--- src/rtl/sram_address.sv ---
// sram_address: one 32-bit word-line row of the data SRAM.
// Per-byte write enables, registered read-out, and pulse edge detection
// on the system clock. Optional per-byte even parity is enabled by
// defining SRAMADDRESS_PARITY_EN, which also adds the flg_parity_err port.
module sram_address (
    input  logic        clk,
    input  logic        rst_n,
    input  logic        WL,
    input  logic [3:0]  byte_sel,
    input  logic [31:0] datain,
    input  logic        read_pulse,
    input  logic        write_pulse,
    output logic [31:0] dataout,
`ifdef SRAMADDRESS_PARITY_EN
    output logic        flg_parity_err,
`endif
    output logic        flg_complete
);

    logic [31:0] mem_word;
    logic        read_pulse_q;
    logic        write_pulse_q;
    logic        write_evt;
    logic        read_evt;
    logic [31:0] word_next;
    logic [31:0] read_word;

    // Rising-edge detection gated by the word-line; a write wins over a read.
    always_comb begin
        write_evt = write_pulse & ~write_pulse_q & WL;
        read_evt  = read_pulse & ~read_pulse_q & WL & ~write_evt;
    end

    // Byte-merged write data and byte-masked read data.
    always_comb begin
        word_next = mem_word;
        read_word = '0;
        for (int unsigned k = 0; k < 4; k++) begin
            if (byte_sel[k]) begin
                word_next[8*k +: 8] = datain[8*k +: 8];
                read_word[8*k +: 8] = mem_word[8*k +: 8];
            end
        end
    end

    // Edge registers track their pulses regardless of the word-line.
    always_ff @(posedge clk or negedge rst_n) begin
        if (!rst_n) begin
            read_pulse_q  <= 1'b0;
            write_pulse_q <= 1'b0;
        end else begin
            read_pulse_q  <= read_pulse;
            write_pulse_q <= write_pulse;
        end
    end

    // Storage word, read register and completion strobe.
    always_ff @(posedge clk or negedge rst_n) begin
        if (!rst_n) begin
            mem_word     <= '0;
            dataout      <= '0;
            flg_complete <= 1'b0;
        end else begin
            flg_complete <= write_evt | read_evt;
            if (write_evt) begin
                mem_word <= word_next;
            end
            if (read_evt) begin
                dataout <= read_word;
            end
        end
    end

`ifdef SRAMADDRESS_PARITY_EN
    logic [3:0] par_bits;
    logic [3:0] par_next;
    logic [3:0] par_mismatch;

    // Even parity of incoming bytes and mismatch against stored parity.
    always_comb begin
        par_next     = par_bits;
        par_mismatch = '0;
        for (int unsigned k = 0; k < 4; k++) begin
            if (byte_sel[k]) begin
                par_next[k] = ^datain[8*k +: 8];
            end
            par_mismatch[k] = par_bits[k] ^ (^mem_word[8*k +: 8]);
        end
    end

    // Parity bits follow their bytes; the error flag updates with dataout.
    always_ff @(posedge clk or negedge rst_n) begin
        if (!rst_n) begin
            par_bits       <= '0;
            flg_parity_err <= 1'b0;
        end else begin
            if (write_evt) begin
                par_bits <= par_next;
            end
            if (read_evt) begin
                flg_parity_err <= |(byte_sel & par_mismatch);
            end
        end
    end
`endif

endmodule

--- config.mk ---
export PLATFORM = sky130hd
export DESIGN_NAME = sram_address
export DESIGN_NICKNAME = d
export VERILOG_FILES = /design/src/rtl/sram_address.sv
export SDC_FILE = /design/constraint.sdc
export NUM_CORES = 1
export LEC_CHECK = 0
export BUFFER_PORTS_ARGS = -buffer_cell sky130_fd_sc_hd__buf_2
export CORE_MARGIN = 8
export CORE_UTILIZATION = 55
export DETAILED_ROUTE_END_ITERATION = 16
export PLACE_DENSITY_LB_ADDON = 0.2
export SYNTH_ARGS = -nofsm -noshare
export SYNTH_HDL_FRONTEND = slang
export SYNTH_SLANG_ARGS = --single-unit
--- constraint.sdc ---
create_clock -name clk -period 3.8 [get_ports clk]
set_clock_uncertainty 0.15 [all_clocks]
set_input_delay 0 -clock clk [delete_from_list [all_inputs] [get_ports clk]]
set_output_delay 0 -clock clk [all_outputs]
set_load 0.02 [all_outputs]
Word-level counts from Yosys, hierarchy flattened

Cells that the tools add are included.

Register bits: 67
Latch bits: 0
Memory bits (writable): 0
Memory bits (read-only): 0
Input port bits: 41
Output and inout port bits: 33
Word-level logic and storage cells: 25
Memories kept: 0

Add/subtract/negate cells: 0
$mul: 0
Div/mod/pow operators: 0
Order comparisons: 0
Equality and inequality tests: 0
Shift operators: 0
Muxes and demuxes: 4
Bitwise logic cells: 9
Reduce and logical (&&, ||, !) cells: 4

Operators with widths:

| cell              | count |
|---|---|
| $mux W8           | 4 |
| $reduce_and A2 Y1 | 4 |
| $and A1 B1 Y1     | 5 |
| $not A1 Y1        | 3 |
| $or A1 B1 Y1      | 1 |

Logic depth before layout (Yosys ltp)

Depth after elaboration: 6
Depth in mapped cells: 5

Worst setup path after synthesis

Ideal clock, no wire load.

Kind: flip-flop to flip-flop
Start: reg write_pulse_q
End: reg mem_word[25]
Setup time: 128 ps
Data arrival time: 1097 ps
Required time: 3522 ps
Path slack: 2425 ps
Stages on the path, launching flop included: 5
Clock period less this slack: 1375 ps
Cells stage by stage: dfrtp_1 > and3b_2 > buf_6 > nand2_4 > mux2_1

Longest elaborated chain between the ends: 4

RTL lines:

| what                        | line | source |
|---|---|---|
| start: declaration          | 22   | `logic write_pulse_q;` |
| start signal: assignment    | 53   | `write_pulse_q <= write_pulse;` |
| $not A1 Y1                  | 30   | `write_evt = write_pulse & ~write_pulse_q & WL;` |
| $and A1 B1 Y1 (2 in a row)  | 30   |  |
| $reduce_and A2 Y1 (no line) | n/a  |  |
| end signal: assignment      | 66   | `mem_word <= word_next;` |
| end: declaration            | 20   | `logic [31:0] mem_word;` |

No other way between the ends.
A chain may end at the register's enable or synchronous reset.

Worst setup path after layout

Start: reg write_pulse_q
End: reg mem_word[15]

The elaborated chain is that of the path after synthesis.

==> impl_metrics.json <==
{
  "critPathLaunchType": "flip-flop",
  "ant_nets": 0,
  "via_per_inst": 4.61,
  "die_area_um2": 7590,
  "antenna_found_initial": 0,
  "crit_fanout": 8,
  "critPathRequiredTime_ps": 3860,
  "setup_violations": 0,
  "rsz0062_at_grt": "no",
  "antenna_cells": 0,
  "hpwlAfterDp_mm": 3.69,
  "ir_drop_uv": 419,
  "post-route-period-util_pct": 53.8,
  "drive_gt1_share_pct": 35.3,
  "worst_pin_slew_ps": 973,
  "cts-root-buf": "clkbuf_8",
  "place_congestion": 0.721,
  "p_per_area_nw_per_um2": 519,
  "dr.pass1.iters": 4,
  "p_total_mw": 1.97,
  "async_flop_share_pct": 100,
  "port_buffers": 73,
  "clkSlewWorstSetupHoldPaths_ps": 70,
  "worstReg2RegStart": "write_pulse_q$_DFF_PN0_",
  "synth_top_family_by_area": "multiplexers",
  "ys_seq_area_share_pct": 60.3,
  "grt_pass1_wl_mm": 9.72,
  "reg2reg_slack_ps": 1750,
  "arrival_ps": 2100,
  "grtUsageMet1_pct": 18.6,
  "status": "finished clean",
  "synth.distinct_cells": 14,
  "wl_per_cell_um": 14.2,
  "yosysMostFrequentCell": "dfrtp_1",
  "cts.sinks": 67,
  "worstSetupEndpointType": "flip-flop",
  "grt-busiest-layer": "met2",
  "cts_tree": "built",
  "htreeDepth": 3,
  "maxSlewHeadroom_pct": 35.1,
  "start_util_pct": 55.9,
  "synth_nets": 254,
  "grtUsageTotal_pct": 16.5,
  "use_met3_pct": 5.47,
  "fillers": 339,
  "synth_cells": 213,
  "critPathSlowestCell": "dlygate4sd3_1",
  "drc_errors": 0,
  "synthAdderAreaFrac_pct": 0,
  "drt_iter0_drc": 56,
  "cap_violations": 0,
  "setup.worst_path.start": "write_pulse_q$_DFF_PN0_",
  "synth-xor-area-share_pct": 0,
  "die_h_um": 87.1,
  "num_vias": 1890,
  "hold_viol": 0,
  "synth-main-ff-cell": "dfrtp_1",
  "syn-mean-instance-area_um2": 13.1,
  "synth_enable_flop_cells": 0,
  "fmax_mhz": 489,
  "coreArea_um2": 4980,
  "overflow": 0,
  "layout.nets": 377,
  "yosysTopAreaCell": "dfrtp_1",
  "synth_compound_area_share_pct": 0.270,
  "grt_max_degree": 39,
  "synthSimpleGateAreaFrac_pct": 7.11,
  "muxShareOfSynthArea_pct": 24.5,
  "clockBufferDepth": 2,
  "yosysWarnings": 0,
  "ioPinCount": 74,
  "first_global_vias": 2089,
  "max_stage_delay_ps": 560,
  "r2r-end": "mem_word[15]$_DFFE_PN0P_",
  "slew_viol_final": 0,
  "ys_seq_elements": 67,
  "rows": 26,
  "p_leak_nw": 1.87,
  "period_minus_slack_ps": 2050,
  "critical_path.cell_chain": "and3b_2 > nand2_4 > mux2_1 > dlygate4sd3_1",
  "synth_top_area_share_pct": 60.3,
  "cts_inserted_buffers": 9,
  "path_class": "reg -> reg",
  "insertion_delay_ps": 320,
  "post_cts_buffers": 0,
  "worst_r2r_path_depth": 4,
  "drt-total-wl_mm": 5.82,
  "setup_tns_ps": 0,
  "syn_to_final_growth_pct": 36.3,
  "synth.top_cells.by_count": "67 x dfrtp_1, 32 x inv_1, 32 x mux2i_1, 32 x nand2_1, 28 x mux2_2",
  "hold_path_class": "in -> async",
  "fp.dieW_um": 87.1,
  "met2_usage_pct": 28.2,
  "synth.area.top_cells": "dfrtp_1 60%, mux2i_1 12%, mux2_2 11%, inv_1 4.3%, nand2_1 4.3%",
  "synth_area_um2": 2780
}
[worst max-delay path by stage]
stage,end,slack [ps],cells after the start
6_report,mem_word[15]$_DFFE_PN0P_,1750,4
5_1_grt,mem_word[15]$_DFFE_PN0P_,1700,4
4_1_cts,mem_word[15]$_DFFE_PN0P_,1750,4
3_5_place_dp,dataout[10]$_DFFE_PN0P_,1880,3
3_3_place_gp,dataout[23]$_DFFE_PN0P_,1950,3
2_1_floorplan,mem_word[25]$_DFFE_PN0P_,2430,4
[power by group]
group | switching (mW) | leakage (nW) | internal (mW)
Sequential | 0.0824 | 0.836 | 0.870
Clock | 0.240 | 0.0902 | 0.298
Combinational | 0.251 | 0.949 | 0.224
Total | 0.573 | 1.87 | 1.39
[through the flow]
stage,hold WS [ps],cell area [um2],instances,util [%],setup WS (ps)
2_1_floorplan,-446,2780,213,-,2430
3_3_place_gp,-13.3,3140,348,63.2,1950
3_5_place_dp,-15.8,3140,348,63.2,1880
4_1_cts,167,3790,410,76.1,1750
5_1_grt,209,3790,410,76.1,1700
6_report,178,3790,410,76.1,1750
[area by class of cell]
cell class | count | area, um2 | area share, %
multi-input combinational | 105 | 887 | 23.4
tap | 70 | 87.6 | 2.31
clock inverter | 3 | 40.0 | 1.06
clock buffer | 12 | 135 | 3.57
sequential | 67 | 1680 | 44.2
inverter | 32 | 120 | 3.17
timing repair buffer | 121 | 843 | 22.3
[registers in the layout (all words and copies together) (netlist names)]
| register | flops |
|---|---|
| dataout | 32 |
| mem_word | 32 |
| flg_complete | 1 |
| read_pulse_q | 1 |
| write_pulse_q | 1 |
[layer usage]
metal / wire, um / vias to the layer above
met5: 0 / -
met4: 72 / 0
met3: 349 / 7
met2: 2970 / 45
met1: 2430 / 915
li1: - / 923
[cell families (layout without fill, tap and decap cells)]
group / count (synthesis) / count (layout)
compound gates: 1 / 1
buf+inv: 41 / 168
flops: 67 / 67
mux: 64 / 64
simple gates: 40 / 40
[layout by cell type, fill, tap and decap left out]
cell type and n:
buf_2 73, dfrtp_1 67, mux2_2 28, and4b_2 1, a21boi_0 1, nand2_4 4, clkinv_2 2, mux2i_1 32
inv_1 32, mux2_1 4, dlygate4sd3_1 47, and3b_2 1, nand2b_1 2, buf_4 1, clkbuf_8 9, nand2_1 32
bufinv_16 1, clkbuf_1 3
[critical path, delay by kind of cell, from the launching register on]
kind	cells	cell delay (ps)
DFF	1	370
and+or+nand+nor	2	520
buffers and inverters	1	560
muxes	1	330
[what timing repair did]
action,4_1_cts,5_1_grt
resized for setup,0,0
hold buffers,47,0
endpoints found under the hold margin,104,0
(Power assumes the default switching activity.)
